--- src/rtl/seq10_pkg.sv ---
// Shared types and constants for the round-robin "10" detector scheduler.
// Holds the scheduler state enum, the detector core state codes and default sizes.
package seq10_pkg;

    localparam int N_REQ_DEF  = 4;
    localparam int WORD_W_DEF = 8;
    localparam int CNT_W_DEF  = 4;

    typedef enum logic [1:0] {
        IDLE   = 2'b00,
        SHIFT  = 2'b01,
        FLUSH  = 2'b10,
        REPORT = 2'b11
    } sched_state_e;

    localparam logic [1:0] S0 = 2'b00;
    localparam logic [1:0] S1 = 2'b01;
    localparam logic [1:0] S2 = 2'b10;

endpackage

--- src/rtl/seq10_det_core.sv ---
// Serial Moore detector for the pattern "10"; z is high while the core sits in S2.
// clr forces S0 and takes priority over the serial input.
module seq10_det_core
    import seq10_pkg::*;
(
    input  logic clk,
    input  logic rst,
    input  logic clr,
    input  logic x,
    output logic z
);

    logic [1:0] state_r;
    logic [1:0] next_s;
    logic       z_r;

    // Next-state logic of the detector.
    always_comb begin
        next_s = S0;
        if (clr) begin
            next_s = S0;
        end else begin
            case (state_r)
                S0:      next_s = x ? S1 : S0;
                S1:      next_s = x ? S1 : S2;
                S2:      next_s = x ? S1 : S0;
                default: next_s = S0;
            endcase
        end
    end

    // State register; z is registered alongside so it equals (state == S2).
    always_ff @(posedge clk) begin
        if (!rst) begin
            state_r <= S0;
            z_r     <= 1'b0;
        end else begin
            state_r <= next_s;
            z_r     <= (next_s == S2);
        end
    end

    assign z = z_r;

endmodule

--- src/rtl/seq10_det_scheduler.sv ---
// Round-robin scheduler sharing one serial "10" detector among N_REQ requesters.
// Grants one requester, shifts its word MSB-first into the core, and reports the match count.
module seq10_det_scheduler
    import seq10_pkg::*;
#(
    parameter int N_REQ  = N_REQ_DEF,
    parameter int WORD_W = WORD_W_DEF,
    parameter int CNT_W  = CNT_W_DEF,
    localparam int ID_W  = $clog2(N_REQ),
    localparam int BC_W  = $clog2(WORD_W + 1)
) (
    input  logic                      clk,
    input  logic                      rst,
    input  logic [N_REQ-1:0]          req,
    input  logic [N_REQ*WORD_W-1:0]   word,
    output logic [N_REQ-1:0]          gnt,
    output logic                      busy,
    output logic                      done,
    output logic [ID_W-1:0]           done_id,
    output logic [CNT_W-1:0]          match_cnt
);

    sched_state_e       state_r;
    logic [N_REQ-1:0]   gnt_r;
    logic               busy_r;
    logic               done_r;
    logic [ID_W-1:0]    done_id_r;
    logic [CNT_W-1:0]   match_cnt_r;
    logic [CNT_W-1:0]   cnt_r;
    logic [WORD_W-1:0]  shreg_r;
    logic [BC_W-1:0]    bitcnt_r;
    logic [ID_W-1:0]    ptr_r;
    logic [ID_W-1:0]    cur_id_r;

    logic [ID_W:0]      pick_s;
    logic               pick_found_s;
    logic [ID_W-1:0]    pick_idx_s;
    logic [WORD_W-1:0]  sel_word_s;
    logic [N_REQ-1:0]   pick_onehot_s;
    logic               core_clr_s;
    logic               core_x_s;
    logic               core_z_s;

    // First requesting index at or after ptr, wrapping; MSB of the result flags "found".
    function automatic logic [ID_W:0] rr_pick(input logic [N_REQ-1:0] r,
                                              input logic [ID_W-1:0]  p);
        logic [ID_W:0]   res;
        logic [ID_W-1:0] idx;
        res = '0;
        for (int k = N_REQ - 1; k >= 0; k--) begin
            idx = p + ID_W'(k);
            if (r[idx]) begin
                res = {1'b1, idx};
            end else begin
                res = res;
            end
        end
        return res;
    endfunction

    assign pick_s       = rr_pick(req, ptr_r);
    assign pick_found_s = pick_s[ID_W];
    assign pick_idx_s   = pick_s[ID_W-1:0];

    // Payload and one-hot grant for the candidate requester.
    always_comb begin
        sel_word_s    = '0;
        pick_onehot_s = '0;
        for (int i = 0; i < N_REQ; i++) begin
            if (pick_idx_s == ID_W'(i)) begin
                sel_word_s       = word[i*WORD_W +: WORD_W];
                pick_onehot_s[i] = 1'b1;
            end else begin
                pick_onehot_s[i] = 1'b0;
            end
        end
    end

    assign core_clr_s = (state_r == IDLE);
    assign core_x_s   = (state_r == SHIFT) ? shreg_r[WORD_W-1] : 1'b0;

    seq10_det_core u_core (
        .clk (clk),
        .rst (rst),
        .clr (core_clr_s),
        .x   (core_x_s),
        .z   (core_z_s)
    );

    // Service FSM: grant, shift, flush, report.
    always_ff @(posedge clk) begin
        if (!rst) begin
            state_r     <= IDLE;
            gnt_r       <= '0;
            busy_r      <= 1'b0;
            done_r      <= 1'b0;
            done_id_r   <= '0;
            match_cnt_r <= '0;
            cnt_r       <= '0;
            shreg_r     <= '0;
            bitcnt_r    <= '0;
            ptr_r       <= '0;
            cur_id_r    <= '0;
        end else begin
            done_r <= 1'b0;
            case (state_r)
                IDLE: begin
                    if (pick_found_s) begin
                        gnt_r    <= pick_onehot_s;
                        busy_r   <= 1'b1;
                        shreg_r  <= sel_word_s;
                        bitcnt_r <= BC_W'(WORD_W);
                        cnt_r    <= '0;
                        cur_id_r <= pick_idx_s;
                        ptr_r    <= pick_idx_s + ID_W'(1);
                        state_r  <= SHIFT;
                    end else begin
                        state_r  <= IDLE;
                    end
                end
                SHIFT: begin
                    shreg_r  <= shreg_r << 1;
                    bitcnt_r <= bitcnt_r - BC_W'(1);
                    cnt_r    <= cnt_r + CNT_W'(core_z_s);
                    if (bitcnt_r == BC_W'(1)) begin
                        state_r <= FLUSH;
                    end else begin
                        state_r <= SHIFT;
                    end
                end
                FLUSH: begin
                    // Final core sample is folded straight into the reported count.
                    match_cnt_r <= cnt_r + CNT_W'(core_z_s);
                    done_r      <= 1'b1;
                    done_id_r   <= cur_id_r;
                    gnt_r       <= '0;
                    state_r     <= REPORT;
                end
                REPORT: begin
                    busy_r  <= 1'b0;
                    state_r <= IDLE;
                end
                default: begin
                    gnt_r   <= '0;
                    busy_r  <= 1'b0;
                    state_r <= IDLE;
                end
            endcase
        end
    end

    assign gnt       = gnt_r;
    assign busy      = busy_r;
    assign done      = done_r;
    assign done_id   = done_id_r;
    assign match_cnt = match_cnt_r;

endmodule

--- config.mk ---
export PLATFORM = sky130hd
export DESIGN_NAME = seq10_det_scheduler
export DESIGN_NICKNAME = d
export VERILOG_FILES = /design/src/rtl/seq10_pkg.sv /design/src/rtl/seq10_det_core.sv /design/src/rtl/seq10_det_scheduler.sv
export SDC_FILE = /design/constraint.sdc
export NUM_CORES = 1
export LEC_CHECK = 0
export ABC_CLOCK_PERIOD_IN_PS = 2700
export CORE_ASPECT_RATIO = 0.6
export CORE_MARGIN = 2
export CORE_UTILIZATION = 51
export CTS_BUF_LIST = sky130_fd_sc_hd__clkbuf_4 sky130_fd_sc_hd__clkbuf_8
export DETAILED_ROUTE_END_ITERATION = 8
export GPL_TIMING_DRIVEN = 0
export PLACE_DENSITY_LB_ADDON = 0.08
export SLEW_MARGIN = 15
export SYNTH_ARGS = -nofsm -noshare
export SYNTH_HDL_FRONTEND = slang
export SYNTH_SLANG_ARGS = --single-unit
--- constraint.sdc ---
create_clock -name clk -period 2.7 [get_ports clk]
set_input_delay 0.27 -clock clk [delete_from_list [all_inputs] [get_ports clk]]
set_output_delay 0.27 -clock clk [all_outputs]
set_load 0.005 [all_outputs]
==> results.tsv <==
stage	metric	value	unit
grt	track_usage	25.5	%
final_layout	area_delta_synth_final	30.9	%
synthesis	netlist_area	0.00208	sq mm
route	dr_total_vias	2095	
route	wl	5510	um
synthesis	ys_seq_area_share	35.6	%
final_layout	stdcell_area	0.00273	sq mm
worst_setup_path	crit_type	in2reg	
power_and_ir_drop	leakagePower	1.00	nW
route	viasPerCell	5.99	
route	route.detailed.drc	0	
sta	rsz0062_at_grt	yes	
final_layout	fin_cells	350	
final_layout	final_nets	349	
route	route.met3.wl	415	um
grt	grt_pass1_vias	1892	
power_and_ir_drop	p_clk_share	27.9	%
worst_hold_path	min_to	cnt_r[1]	
sta	timing.fmax	388	MHz
route	drt-met1-wl	2710	um
final_layout	layout_common_cells	clkdlybuf4s50_1, dfxtp_1, nand2_1	
sta	fin_crit	2580	ps
placed_design	dp.cells	344	
synthesis	synthFlopType	dfxtp_1	
power_and_ir_drop	power.switching	432	uW
die	io_pins	50	
die	start_util	55.0	%
sta	finClkSkew	12.7	ps
clocking	cts_tree	done	
route	dr.max_layer_used	met4	
die	die_w	86.5	um
power_and_ir_drop	power_density	523	mW/mm^2
worst_hold_path	whs_path_depth	3	
route	ant_nets	0	
outcome	status	finished clean	
sta	slew_headroom	53.2	%
power_and_ir_drop	finalPower	1.43	mW
worst_setup_path	worstPathMaxFanout	10	
clocking	post-cts-setup-buffer-count	0	
route	drt_iter0_markers	193	
final_layout	antenna_cells	0	
power_and_ir_drop	ir_drop	335	uV
die	die_h	53.5	um
final_layout	drive_above_1_share	7.59	%
worst_setup_path	r2r-start	ptr_r[1]	
sta	setup_tns	0	ps
synthesis	synthArstFlopShare	0	%
worst_setup_path	cp.required	2860	ps
route	dr.pass1.iters	5	
sta	hold_viol	0	
grt	grt-ovfl-total	0	
clocking	numCtsBuffers	5	
worst_setup_path	reg2reg_slack	280	ps
clocking	numClockSinks	37	
worst_setup_path	startpoint_type	primary input	
placed_design	dpl_cell_area	0.00262	sq mm
placed_design	dp_hpwl	4090	um
clocking	h-tree-depth	2	
clocking	root_buffer	clkbuf_8	
synthesis	yosys_warnings	0	
placed_design	portBuffers	48	
clocking	clk_pin_slew	70	ps
worst_setup_path	endpoint_kind	flip-flop	
grt	grt_max_degree	12	
power_and_ir_drop	switching_share	30.3	%
power_and_ir_drop	p_int	994	uW
clocking	ctsHoldBuffers	0	
route	wl_per_cell	15.8	um
die	dieArea	0.00463	sq mm
synthesis	ys_ff_latch	37	
worst_setup_path	worstPathArrival	2740	ps
worst_setup_path	r2r_end	shreg_r[7]	
synthesis	synth_nets	295	
synthesis	yosys.cell_types.count	43	
route	wl_met2	2350	um
job	maxCapViolations	0	
grt	grt_pass1_wl	8920	um
placed_design	place_congestion	0.887	
synthesis	avgSynthCellArea	8.36	sq um
synthesis	synth_edf_count	0	
final_layout	final_common_cell	clkdlybuf4s50_1	
clocking	clockBufferDepth	2	
worst_hold_path	worstHoldStart	rst	
sta	fin_crit_sh	95.5	%
worst_setup_path	rr_worst_depth	8	
sta	finalMaxSlewViolations	0	
power_and_ir_drop	p_comb_share	28.4	%
sta	finalSetupViolCount	0	
die	core-area	0.00379	sq mm
synthesis	syn_inst	249	
sta	worstMarginPinSlew	701	ps
die	rows	17	
clocking	clk_latency	290	ps
power_and_ir_drop	pwr-share-seq	43.7	%
grt	antenna_found_initial	0	
worst_hold_path	hp-class	in2reg	
[cell type report]
class	count	area [sq um]
multi-input cells	183	1230
fillers	310	1060
flip-flops and latches	37	741
repair buffers	48	480
plain buffers	19	87.6
clock buffers	6	82.6
well taps	47	58.8
inverters	9	33.8
clock inverters	1	7.51
[metal layers]
layer | vias up | track usage, %
met5 | - | 0
met4 | 0 | 8.07
met3 | 7 | 5.46
met2 | 92 | 39.9
met1 | 961 | 35.3
li1 | 1035 | -
[power groups by stage]
stage / logic, mW / clock network (mW) / registers, mW
finish: 0.405 / 0.397 / 0.624
global route: 0.444 / 0.424 / 0.629
CTS: 0.395 / 0.403 / 0.623
detailed placement: 0.386 / 0 / 0.636
global placement: 0.381 / 0 / 0.634
floorplan: 0.247 / 0 / 0.629
[through the flow]
stage / util [%] / worst slack, ps / hold WS [ps]
after floorplan: - / 485 / 418
after global placement: 69.2 / -465 / 433
after detailed placement: 69.2 / -514 / 433
after CTS: 71.8 / 44.9 / 413
after global routing: 72.0 / -6.23 / 465
final: 72.0 / 121 / 433
[cell families (layout without fill, tap and decap cells)]
group           count (synthesis)  in the layout  synth area share (%)
mux                             2              2                  1.02
fa+ha+maj                       8              8                  4.81
buf+inv                        29             83                  5.77
flops                          37             37                  35.6
compound gates                 82             82                  27.4
xor+xnor                        2              2                 0.841
simple gates                   89             89                  24.6
[how the worst max path moves through the flow]
stage / startpoint / end / slack, ps / cells past startpoint
after detailed placement: req[2] / shreg_r[0] / -510 / 9
after global placement: req[2] / shreg_r[0] / -470 / 9
final: req[2] / shreg_r[7] / 120 / 9
after floorplan: ptr_r[1] / shreg_r[1] / 480 / 9
after CTS: req[2] / shreg_r[7] / 40 / 9
after global routing: req[2] / shreg_r[4] / -6 / 9
[what timing repair did]
action | CTS | global route
setup endpoints to repair | 7 | 7
gates resized for setup | 4 | 5
gates cloned | 0 | 0
[synth_stat cells (all sizes together), types with 3 or more instances]
master   count  area [sq um]
o32ai        6          52.6
nor3         3          15.0
o211ai       4          30.0
o2111ai      7          61.3
clkbuf      16          60.1
nand2b      14          87.6
a211o        6          52.6
and2         5          31.3
a311oi       7          61.3
buf          4          26.3
nor2b        4          25.0
inv          7          26.3
and3b       12           105
a21oi       20           100
nand2       23          86.3
o21ai       13          65.1
nand3        9          45.0
ha           8           100
o22ai        7          43.8
dfxtp       37           741
nand3b       4          30.0
nor2         7          26.3
[registers in the layout, indices dropped and copies added, names as in the netlist, named ones only]
register,cells
gnt,4
cur_id_r,2
busy,1
bitcnt_r,4
cnt_r,4
done_id,2
ptr_r,2
shreg_r,8
done,1
match_cnt,4
u_core.state_r,2
state_r,1
u_core.z,1
[worst max-delay path, cell delays in order]
cell	delay, ps
clkdlybuf4s50_1	560
or3b_2	490
o221ai_1	160
inv_1	160
ha_2	300
clkbuf_4	220
a211o_1	270
o21ai_0	200
o22ai_1	100
Power figures use the tool's default switching activity.
